===== config.mk =====
export PLATFORM = sky130hd
export DESIGN_NAME = coin_credit_acc_flat
export DESIGN_NICKNAME = d
export VERILOG_FILES = /design/src/rtl/coin_credit_acc_if.sv /design/src/rtl/coin_credit_acc.sv /design/src/flat_wrapper.sv
export SDC_FILE = /design/constraint.sdc
export NUM_CORES = 1
export LEC_CHECK = 0
export ABC_CLOCK_PERIOD_IN_PS = 2200
export BUFFER_PORTS_ARGS = -buffer_cell sky130_fd_sc_hd__buf_2
export CELL_PAD_IN_SITES_DETAIL_PLACEMENT = 1
export CELL_PAD_IN_SITES_GLOBAL_PLACEMENT = 1
export CORE_ASPECT_RATIO = 0.8
export CORE_MARGIN = 1.5
export CORE_UTILIZATION = 30
export DETAILED_ROUTE_END_ITERATION = 6
export GPL_ROUTABILITY_DRIVEN = 0
export MAX_ROUTING_LAYER = met4
export PLACE_DENSITY = 0.66
export SYNTH_ARGS = -nofsm -noshare
export SYNTH_HDL_FRONTEND = slang
export SYNTH_SLANG_ARGS = --single-unit

===== constraint.sdc =====
create_clock -name CLK -period 2.2 [get_ports CLK]
set_clock_uncertainty 0.15 [all_clocks]
set_input_delay 0.11 -clock CLK [delete_from_list [all_inputs] [get_ports CLK]]
set_output_delay 0.11 -clock CLK [all_outputs]
set_load 0.01 [all_outputs]

===== src/rtl/coin_credit_acc_if.sv =====
// Coin/credit bus between the coin front end and the dispenser.
// master drives COIN_IN, CANCEL, SEL_VLD, SEL, DONE; slave drives the rest.
interface coin_credit_acc_if;
  logic       COIN_IN;
  logic       CANCEL;
  logic       SEL_VLD;
  logic [3:0] SEL;
  logic       DONE;
  logic [2:0] CIN;
  logic [3:0] SA;
  logic       E;
  logic       RET;
  logic       REJECT;
  logic       DENY;

  modport master (
    output COIN_IN, CANCEL, SEL_VLD, SEL, DONE,
    input  CIN, SA, E, RET, REJECT, DENY
  );

  modport slave (
    input  COIN_IN, CANCEL, SEL_VLD, SEL, DONE,
    output CIN, SA, E, RET, REJECT, DENY
  );
endinterface


===== src/rtl/coin_credit_acc.sv =====
// Coin credit accumulator: debounced coins -> saturating credit, selection
// latch, vend enable and change payout. Ports: CLK, RESET_N, bus (slave).
module coin_credit_acc #(
  parameter int MAX_CREDIT = 7,
  parameter int DEB_CYCLES = 4
) (
  input  logic               CLK,
  input  logic               RESET_N,
  coin_credit_acc_if.slave   bus
);

  localparam int CW =
    (DEB_CYCLES > 1) ? $clog2(DEB_CYCLES) : 1;
  localparam logic [CW-1:0] DEB_LAST = CW'(DEB_CYCLES - 1);
  localparam logic [2:0]    MAX_C    = 3'(MAX_CREDIT);

  typedef enum logic [1:0] {
    IDLE, CREDIT, VEND, CHANGE
  } state_t;

  state_t        state_q, state_d;
  logic          sync1_q, sync2_q;
  logic          fired_q;
  logic [CW-1:0] deb_q;
  logic          coin_ev;
  logic [2:0]    cin_q, cin_d;
  logic [3:0]    sa_q, sa_d;
  logic          e_q, e_d;
  logic          ret_q, ret_d;
  logic          rej_q, rej_d;
  logic          deny_q, deny_d;
  logic [2:0]    price_sel, price_sa;

  // fired_q blocks further events until the synced input reads low
  always_ff @(posedge CLK or negedge RESET_N) begin
    if (!RESET_N) begin
      sync1_q <= 1'b0;
      sync2_q <= 1'b0;
      deb_q   <= '0;
      fired_q <= 1'b0;
    end else begin
      sync1_q <= bus.COIN_IN;
      sync2_q <= sync1_q;
      if (!sync2_q) begin
        deb_q   <= '0;
        fired_q <= 1'b0;
      end else if (!fired_q) begin
        if (deb_q == DEB_LAST) begin
          deb_q   <= '0;
          fired_q <= 1'b1;
        end else begin
          deb_q <= deb_q + CW'(1);
        end
      end
    end
  end

  assign coin_ev = sync2_q && !fired_q
                && (deb_q == DEB_LAST);

  assign price_sel = {1'b0, bus.SEL[1:0]} + 3'd1;
  assign price_sa  = {1'b0, sa_q[1:0]} + 3'd1;

  always_comb begin
    state_d = state_q;
    cin_d   = cin_q;
    sa_d    = sa_q;
    ret_d   = 1'b0;
    rej_d   = 1'b0;
    deny_d  = 1'b0;
    if (coin_ev) begin
      if ((state_q == IDLE || state_q == CREDIT)
          && cin_q < MAX_C)
        cin_d = cin_q + 3'd1;
      else
        rej_d = 1'b1;
    end
    unique case (state_q)
      IDLE: begin
        if (coin_ev) state_d = CREDIT;
        if (bus.SEL_VLD) deny_d = 1'b1;
      end
      CREDIT: begin
        if (bus.CANCEL) begin
          state_d = CHANGE;
        end else if (bus.SEL_VLD) begin
          // compare against pre-coin credit
          if (price_sel <= cin_q) begin
            sa_d    = bus.SEL;
            state_d = VEND;
          end else begin
            deny_d = 1'b1;
          end
        end
      end
      VEND: begin
        if (bus.DONE) begin
          cin_d   = cin_q - price_sa;
          state_d = (cin_q == price_sa) ? IDLE : CHANGE;
        end
      end
      CHANGE: begin
        if (ret_q) begin
          if (cin_q == 3'd0) state_d = IDLE;
        end else begin
          ret_d = 1'b1;
          cin_d = cin_q - 3'd1;
        end
      end
      default: state_d = IDLE;
    endcase
    e_d = (state_d == VEND);
  end

  always_ff @(posedge CLK or negedge RESET_N) begin
    if (!RESET_N) begin
      state_q <= IDLE;
      cin_q   <= '0;
      sa_q    <= '0;
      e_q     <= 1'b0;
      ret_q   <= 1'b0;
      rej_q   <= 1'b0;
      deny_q  <= 1'b0;
    end else begin
      state_q <= state_d;
      cin_q   <= cin_d;
      sa_q    <= sa_d;
      e_q     <= e_d;
      ret_q   <= ret_d;
      rej_q   <= rej_d;
      deny_q  <= deny_d;
    end
  end

  assign bus.CIN    = cin_q;
  assign bus.SA     = sa_q;
  assign bus.E      = e_q;
  assign bus.RET    = ret_q;
  assign bus.REJECT = rej_q;
  assign bus.DENY   = deny_q;

endmodule


===== src/flat_wrapper.sv =====
// flat-port wrapper written by rule: the top's interface ports become plain ports
module coin_credit_acc_flat 
#(
  parameter int MAX_CREDIT = 7,
  parameter int DEB_CYCLES = 4
)
  (CLK, RESET_N, bus_COIN_IN, bus_CANCEL, bus_SEL_VLD, bus_SEL, bus_DONE, bus_CIN, bus_SA, bus_E, bus_RET, bus_REJECT, bus_DENY);
  coin_credit_acc_if bus_i ();
  input  logic CLK;
  input  logic RESET_N;
  input wire logic [$bits(bus_i.COIN_IN)-1:0] bus_COIN_IN;
  input wire logic [$bits(bus_i.CANCEL)-1:0] bus_CANCEL;
  input wire logic [$bits(bus_i.SEL_VLD)-1:0] bus_SEL_VLD;
  input wire logic [$bits(bus_i.SEL)-1:0] bus_SEL;
  input wire logic [$bits(bus_i.DONE)-1:0] bus_DONE;
  output wire logic [$bits(bus_i.CIN)-1:0] bus_CIN;
  output wire logic [$bits(bus_i.SA)-1:0] bus_SA;
  output wire logic [$bits(bus_i.E)-1:0] bus_E;
  output wire logic [$bits(bus_i.RET)-1:0] bus_RET;
  output wire logic [$bits(bus_i.REJECT)-1:0] bus_REJECT;
  output wire logic [$bits(bus_i.DENY)-1:0] bus_DENY;
  assign bus_i.COIN_IN = bus_COIN_IN;
  assign bus_i.CANCEL = bus_CANCEL;
  assign bus_i.SEL_VLD = bus_SEL_VLD;
  assign bus_i.SEL = bus_SEL;
  assign bus_i.DONE = bus_DONE;
  assign bus_CIN = bus_i.CIN;
  assign bus_SA = bus_i.SA;
  assign bus_E = bus_i.E;
  assign bus_RET = bus_i.RET;
  assign bus_REJECT = bus_i.REJECT;
  assign bus_DENY = bus_i.DENY;
  coin_credit_acc #(.MAX_CREDIT(MAX_CREDIT), .DEB_CYCLES(DEB_CYCLES)) u_core (.CLK(CLK), .RESET_N(RESET_N), .bus(bus_i));
endmodule

==> impl_metrics.toml, run 1 <==
[status]
status = "finished, final reports clean"

[sta]
period_minus_slack_ps = 2070
post-route-period-util = 0.941
maxSlewHeadroom = 0.706
rsz0062_at_grt = "no"
worstMarginPinSlew_ps = 441
final.setup.worst_slack_ps = 130
slew_violations = 0
finalHoldViolations = 0
setup_violations = 0
final.setup.tns_ps = 0
fmaxAchievable_ghz = 0.483

[die]
fp.dieArea_sq_um = 4270
pin_count = 21
die_w_microns = 72.7
start_util = 0.310
core_region_area_sq_um = 3750
dieHeight_microns = 58.7
num_rows = 20

[pwr]
p_clk_frac = 0.139
vdd_drop_max_v = 0.000522
seqPwrFrac = 0.283
p_total_mw = 1.99
power.internal_mw = 1.13
power.switching_mw = 0.860
p_leak_nw = 0.709
power_frac_comb = 0.578
power_density_nw_per_um2 = 1390
p_sw_frac = 0.431

[synthesis]
yosys.cell_count.top_type = "dfrtp_1"
synth_commonest_cells = "dfrtp_1 (18), ha_1 (11), inv_1 (9)"
synth_warnings = 0
synth_fp_nets = 129
synth_seq_cells = 18
synth_top_flop_cell = "dfrtp_1"
yosysTopAreaCell = "dfrtp_1"
synth_cells = 107
async_reset_ff_frac = 1.00
yosys.cell_types.count = 41
yosys.area.top_type_share = 0.387
syn_area_sq_um = 1160
synth-edff-count = 0
seq_area_frac_synth = 0.387
synth_area_per_cell_sq_um = 10.9
synth.area.top_cells = "dfrtp_1 (39%), ha_1 (12%), inv_1 (2.9%), buf_6 (2.9%), nand2_1 (2.6%)"

[placement]
port_buffers = 20
detailed_place_hpwl_mm = 2.15
place_ws_ps = 140

[grt]
track_usage = 0.145
grt_max_degree = 19
antenna_found_initial = 0
grt_pass1_vias = 1000
grt_pass1_wl_mm = 4.64
overflow = 0

[final_layout]
insertedDiodeCount = 0
final_layout_size_suffix_gt1_frac = 0.268
final_core_util = 0.382
nFillCells = 428
syn2layout_area_growth_pct = 23.1
final_nets = 161

[routing]
first_pass_iters = 4
ant_nets = 0
drt_iter0_drc = 45
viasPerCell = 4.95
avgRoutedWirePerCell_microns = 14.9
post-route-drc-count = 0
wirelength_mm = 2.71
route.vias.total = 900

[job]
cap_violations = 0

[clocking]
cts_tree = "done"
worstSkewPairLatency_ps = 250
cts_made_buffers = 3
cts.htree.levels = 1
clock-sinks = 18
clk_pin_slew_ps = 70
cts_buffer_depth = 2
cts-root-buf = "clkbuf_8"

[worst_setup_path]
cp.arrival_ps = 2050
critPathKind = "reg -> reg"
cp_max_fo = 4
required_ps = 2180
end_kind = "flip-flop"
start_kind = "flip-flop"

[min_path]
hp-class = "in -> reg"
-- routing by layer --
metal  global-route usage  share of wire
met5                    -              0
met1                0.183           0.48
met2                0.242           0.47
met3               0.0360          0.048
met4               0.0216         0.0026
-- cells by family (layout without fill, tap and decap cells) --
kind of cell	Yosys count	in the layout	synth area share
AO/OA/AOI/OAI	21	21	0.131
XOR/XNOR	2	2	0.0215
adder cells (fa/ha/maj)	12	12	0.135
buffers and inverters	12	43	0.0580
flip-flops	18	18	0.387
multiplexers	6	6	0.0559
AND/OR/NAND/NOR	36	36	0.212
-- sequential cells by signal (all words and copies together) (netlist names), 2 cells and up --
name	cells
u_core.state_q	2
u_core.bus.CIN	3
u_core.bus.SA	4
u_core.deb_q	2
-- critical path, cell delays in order, from the launching register on --
cell      delay (ps)
dfrtp_1          410
ha_1             290
inv_1             70
ha_1             330
nand4b_4          90
o211a_1          210
a211o_1          260
nor4b_4          140
-- path summary, 6_finish.rpt --
kind,from,to,slack [ps],depth (start not counted)
worst min register to register,u_core.sync1_q,u_core.sync2_q,200,0
max in group asynchronous,RESET_N,u_core.bus.E,1420,2
worst max register to register,u_core.bus.SA[0],u_core.bus.E,130,7
min in group asynchronous,RESET_N,u_core.deb_q[1],180,2
worst min-delay path,bus_CANCEL,u_core.bus.DENY,10,3
worst max-delay path,u_core.bus.SA[0],u_core.bus.E,130,7
-- metrics by stage --
| stage | instance area (sq um) | std cells | hold slack [ps] |
|---|---|---|---|
| 2_1_floorplan | 1160 | 107 | -336 |
| 3_3_place_gp | 1310 | 171 | -77.0 |
| 3_5_place_dp | 1310 | 171 | -65.1 |
| 4_1_cts | 1430 | 182 | 7.66 |
| 5_1_grt | 1430 | 182 | 24.9 |
| 6_report | 1430 | 182 | 10.4 |
-- cell type report --
cell class	instances	area, sq um	share of cell area
repair buffers	30	193	0.134
inverters	9	33.8	0.0236
multi-input cells	77	647	0.451
well taps	44	55.1	0.0384
flip-flops and latches	18	450	0.314
clock buffers	4	55.1	0.0384
-- layout by cell type (no fill, tap or decap), drive strengths merged, types with 2 or more instances in the layout --
master       count
dlygate4sd3      7
nor2b            4
o21ai            3
nand4b           2
mux2i            2
mux2             4
inv              9
a31oi            2
and3b            2
nor3             3
buf             23
o21a             2
o22ai            4
nand3            3
a21oi            2
clkbuf           4
nand2            9
nor2             5
ha              11
dfrtp           18
nand3b           2
-- what timing repair did --
item,4_1_cts,5_1_grt
gates resized for setup,0,0
setup endpoints to repair,0,0
setup buffers,0,0
hold buffers,7,0
hold endpoints to repair,24,0
-- power by group through the flow --
stage                     Clock [mW]  Combinational [mW]  Sequential (mW)
after floorplan                    0               0.830            0.591
after global placement             0                1.10            0.565
after detailed placement           0                1.15            0.574
after CTS                      0.286                1.17            0.568
after global routing           0.297                1.29            0.591
final                          0.278                1.15            0.565
Power figures use the tool's default switching activity.
==> run 2: changes to the inputs <==
--- a/config.mk
+++ b/config.mk
@@ -9,7 +9,7 @@
 export BUFFER_PORTS_ARGS = -buffer_cell sky130_fd_sc_hd__buf_2
 export CELL_PAD_IN_SITES_DETAIL_PLACEMENT = 1
 export CELL_PAD_IN_SITES_GLOBAL_PLACEMENT = 1
-export CORE_ASPECT_RATIO = 0.8
+export CORE_ASPECT_RATIO = 0.9
 export CORE_MARGIN = 1.5
 export CORE_UTILIZATION = 30
 export DETAILED_ROUTE_END_ITERATION = 6
==> run 2 against run 1 <==
Compared with the run above: maximum frequency grew 0.98%; sequential share of layout area shrank 0.27 points; final cell count grew 1.6%; via count grew 4.1%; core utilization grew 0.57 points; global-route usage grew 1.5 points; critical path depth is the same; die area is essentially flat.
==> impl_metrics.toml, run 2 (synthesis results as in run 1) <==
[status]
status = "finished, final reports clean"

[grt]
overflow = 0
grt_pass1_vias = 986
grt_pass1_wl_mm = 4.83
track_usage = 0.160
antenna_found_initial = 0
grt_max_degree = 19

[sta]
maxSlewHeadroom = 0.719
rsz0062_at_grt = "no"
finalHoldViolations = 0
slew_violations = 0
final.setup.tns_ps = 0
period_minus_slack_ps = 2050
worstMarginPinSlew_ps = 421
fmaxAchievable_ghz = 0.488
setup_violations = 0
holdWs_ps = 157
post-route-period-util = 0.932

[worst_setup_path]
path_depth = 7
startpoint = "u_core.bus.SA[1]"
end_kind = "flip-flop"
r2r-end = "u_core.state_q[0]"
r2r_cells = 7
crit_path_top_delay_cell = "dfrtp_1"
cp.arrival_ps = 2040
crit_family = "adder cells"
start_kind = "flip-flop"
critPathKind = "reg -> reg"
cpPeakStageDelay_ps = 410
critical_path_buf_inv_count = 1
cpMostUsedCell = "ha_1"
crit_path_end = "u_core.state_q[0]"
cp_max_fo = 3
required_ps = 2190
r2r-start = "u_core.bus.SA[1]"
crit_chain = "ha_1, inv_1, ha_1, nand2_1, o21ai_2, nand2_2, or3_1"
r2r_slack_ps = 150

[routing]
viasPerCell = 5.06
drt_iter0_drc = 36
route.vias.total = 937
first_pass_iters = 3
wirelength_mm = 2.83
avgRoutedWirePerCell_microns = 15.3
post-route-drc-count = 0
ant_nets = 0

[pwr]
power_density_nw_per_um2 = 1390
p_leak_nw = 0.714
vdd_drop_max_v = 0.000376

[final_layout]
largest_reg_flops = 4
insertedDiodeCount = 0
syn2layout_area_growth_pct = 24.2
instances_no_fill = 185
final_common_cell = "buf_2"
final_nets = 162
mostFrequentLayoutCells = "buf_2 (20), dfrtp_1 (18), ha_1 (11)"
final_layout_size_suffix_gt1_frac = 0.266

[clocking]
worstSkewPairLatency_ps = 270
ctsHoldBuffers = 8
post_cts.repair.setup_buffers = 0
clock-sinks = 18
cts.htree.levels = 1
ctsResizeCount = 0
clk_pin_slew_ps = 70
cts-root-buf = "clkbuf_8"
cts_made_buffers = 3
cts_tree = "done"
cts_buffer_depth = 2

[min_path]
hp-class = "in -> async"

[die]
dieHeight_microns = 62.1
num_rows = 21
core_region_area_sq_um = 3730
start_util = 0.312
pin_count = 21
die_w_microns = 68.7
fp.dieArea_sq_um = 4270

[placement]
detailed_place_hpwl_mm = 2.14
dp_cells = 173
port_buffers = 20

[job]
cap_violations = 0
## run 2: cell types whose count changed in the layout (fill, tap and decap cells not counted)
cell	change
dlygate4sd3_1	+1
## run 2: routing by layer
metal,track usage,vias up,routed length [microns]
li1,-,449,-
met1,0.206,467,1360
met2,0.234,16,1330
met3,0.0435,5,89
met4,0.0675,0,57
met5,-,-,0
## run 2: worst min path at each step
| stage | from | to | slack, ps |
|---|---|---|---|
| 6_report | RESET_N | u_core.sync2_q | 160 |
| 4_1_cts | RESET_N | u_core.sync2_q | 170 |
| 2_1_floorplan | RESET_N | u_core.bus.CIN[0] | -340 |
| 3_3_place_gp | RESET_N | u_core.fired_q | -80 |
| 5_1_grt | RESET_N | u_core.sync2_q | 180 |
| 3_5_place_dp | RESET_N | u_core.bus.REJECT | -80 |
## run 2: final cells by class
cell class                      count  area [sq um]
Inverter                            9          33.8
Timing Repair Buffer               31           203
Sequential cell                    18           450
Tap cell                           46          57.6
Clock buffer                        4          55.1
Fill cell                         442          2280
Multi-Input combinational cell     77           647
## run 2: metrics by stage
step	cell area, sq um	power [mW]	utilization	setup WS [ps]
final	1450	2.00	0.388	150
after global routing	1450	2.20	0.388	30.2
after CTS	1450	2.04	0.388	116
after detailed placement	1310	1.73	0.351	140
after global placement	1310	1.66	0.351	213
after floorplan	1160	1.42	-	182
## run 2: power breakdown
part           switching (mW)  internal, mW  leakage [nW]
combinational           0.619         0.524         0.463
sequential              0.125         0.452         0.222
clock                   0.125         0.160        0.0288
==> run 3: changes to the inputs <==
--- a/config.mk
+++ b/config.mk
@@ -10,7 +10,7 @@
 export CELL_PAD_IN_SITES_DETAIL_PLACEMENT = 1
 export CELL_PAD_IN_SITES_GLOBAL_PLACEMENT = 1
 export CORE_ASPECT_RATIO = 0.9
-export CORE_MARGIN = 1.5
+export CORE_MARGIN = 4
 export CORE_UTILIZATION = 30
 export DETAILED_ROUTE_END_ITERATION = 6
 export GPL_ROUTABILITY_DRIVEN = 0
==> run 3 against run 2 <==
Compared with the run above: global-route usage down 2.2 points; register-to-register slack about the same; core utilization down 0.37 points; non-clock buffer count unchanged.
==> impl_metrics.toml, run 3 (synthesis results as in run 1) <==
[die]
start_util = 0.312
core_region_area_sq_um = 3730
dieHeight_microns = 67.1
pin_count = 21
fp.dieArea_sq_um = 4950
num_rows = 21
die_w_microns = 73.7

[clocking]
cts-root-buf = "clkbuf_8"
ctsResizeCount = 0
cts_tree = "done"
clk_pin_slew_ps = 70
cts_made_buffers = 3
cts_buffer_depth = 2
cts.htree.levels = 1
clock-sinks = 18
worstSkewPairLatency_ps = 260

[pwr]
power_density_nw_per_um2 = 1360
vdd_drop_max_v = 0.000400
p_leak_nw = 0.706

[sta]
finalHoldViolations = 0
maxSlewHeadroom = 0.722
post-route-period-util = 0.930
slew_violations = 0
worstMarginPinSlew_ps = 418
setup_violations = 0
period_minus_slack_ps = 2050
fmaxAchievable_ghz = 0.489
rsz0062_at_grt = "no"
final.setup.tns_ps = 0

[final_layout]
syn2layout_area_growth_pct = 23.0
mostFrequentLayoutCells = "buf_2 (20), dfrtp_1 (18), ha_1 (11)"
finalInstanceArea_sq_um = 1430
insertedDiodeCount = 0
nFillCells = 435
final_common_cell = "buf_2"
largest_reg_flops = 4
final_nets = 162
final_layout_size_suffix_gt1_frac = 0.261

[worst_setup_path]
end_kind = "flip-flop"
required_ps = 2190
r2r_slack_ps = 150
crit_chain = "ha_1, inv_1, ha_1, nand4b_4, o211a_1, a211o_1, nor4b_4"
cpMostUsedCell = "ha_1"
start_kind = "flip-flop"
r2r_cells = 7
crit_path_top_delay_cell = "dfrtp_1"
cpPeakStageDelay_ps = 410
cp_max_fo = 4
cp.arrival_ps = 2040
critPathKind = "reg -> reg"

[routing]
first_pass_iters = 2
avgRoutedWirePerCell_microns = 15.3
route.vias.total = 930
ant_nets = 0
post-route-drc-count = 0
viasPerCell = 5.05
drt_iter0_drc = 28
wirelength_mm = 2.82

[placement]
detailed_place_hpwl_mm = 2.22
placed_area_sq_um = 1310
port_buffers = 20

[grt]
grt_pass1_vias = 1012
track_usage = 0.139
grt_pass1_wl_mm = 4.89
overflow = 0
antenna_found_initial = 0
grt_max_degree = 19

[status]
status = "finished, final reports clean"

[job]
cap_violations = 0

[min_path]
hp-class = "in -> async"
## run 3: changes by cell type in the layout (fill, tap and decap cells not counted), sizes merged
cell,change
clkbuf,-1
## run 3: final cells by class
type / count / area, sq um / share of cell area
inverter: 9 / 33.8 / 0.0236
tap: 46 / 57.6 / 0.0402
timing repair buffer: 31 / 203 / 0.141
sequential: 18 / 450 / 0.314
multi-input combinational: 77 / 647 / 0.452
clock buffer: 3 / 41.3 / 0.0288
## run 3: worst max-delay path: cells and delay by family (launching register included)
family	cells	cell delay (ps)
adder cells (fa/ha/maj)	2	630
AND/OR/NAND/NOR	2	220
buffers and inverters	1	70
flip-flops	1	410
AO/OA/AOI/OAI	2	460
## run 3: per-stage QoR
| stage | utilization | total power [mW] | setup WS, ps | hold slack, ps | std cells |
|---|---|---|---|---|---|
| after CTS | 0.384 | 1.99 | 131 | 189 | 184 |
| final | 0.384 | 1.95 | 153 | 169 | 184 |
| after detailed placement | 0.351 | 1.74 | 154 | -76.0 | 173 |
| after floorplan | - | 1.42 | 182 | -336 | 107 |
| after global routing | 0.384 | 2.16 | 13.7 | 223 | 184 |
| after global placement | 0.351 | 1.67 | 213 | -81.9 | 173 |
## run 3: per-layer routing
layer	part of all wire	vias up	wire length [microns]	GRT usage
li1	-	444	-	-
met1	0.45	465	1270	0.171
met2	0.50	16	1400	0.219
met3	0.037	5	103	0.0317
met4	0.017	0	48	0.0543
met5	0	-	0	-
## run 3: worst paths after layout
| path | from | end |
|---|---|---|
| max | u_core.bus.SA[0] | u_core.bus.E |
| min | RESET_N | u_core.bus.SA[0] |
| max reg2reg | u_core.bus.SA[0] | u_core.bus.E |
| min reg2reg | u_core.sync1_q | u_core.sync2_q |
| max in group asynchronous | RESET_N | u_core.sync1_q |
| min in group CLK | bus_DONE | u_core.state_q[1] |
## run 3: repair_timing
item | CTS | global route
hold buffers | 8 | 0
buffers inserted | 0 | 0
hold endpoints to repair | 24 | 0
## run 3: power breakdown
group | switching (mW) | total (mW) | internal, mW
Clock | 0.110 | 0.232 | 0.122
Combinational | 0.622 | 1.15 | 0.525
Sequential | 0.123 | 0.575 | 0.452
Total | 0.855 | 1.95 | 1.10
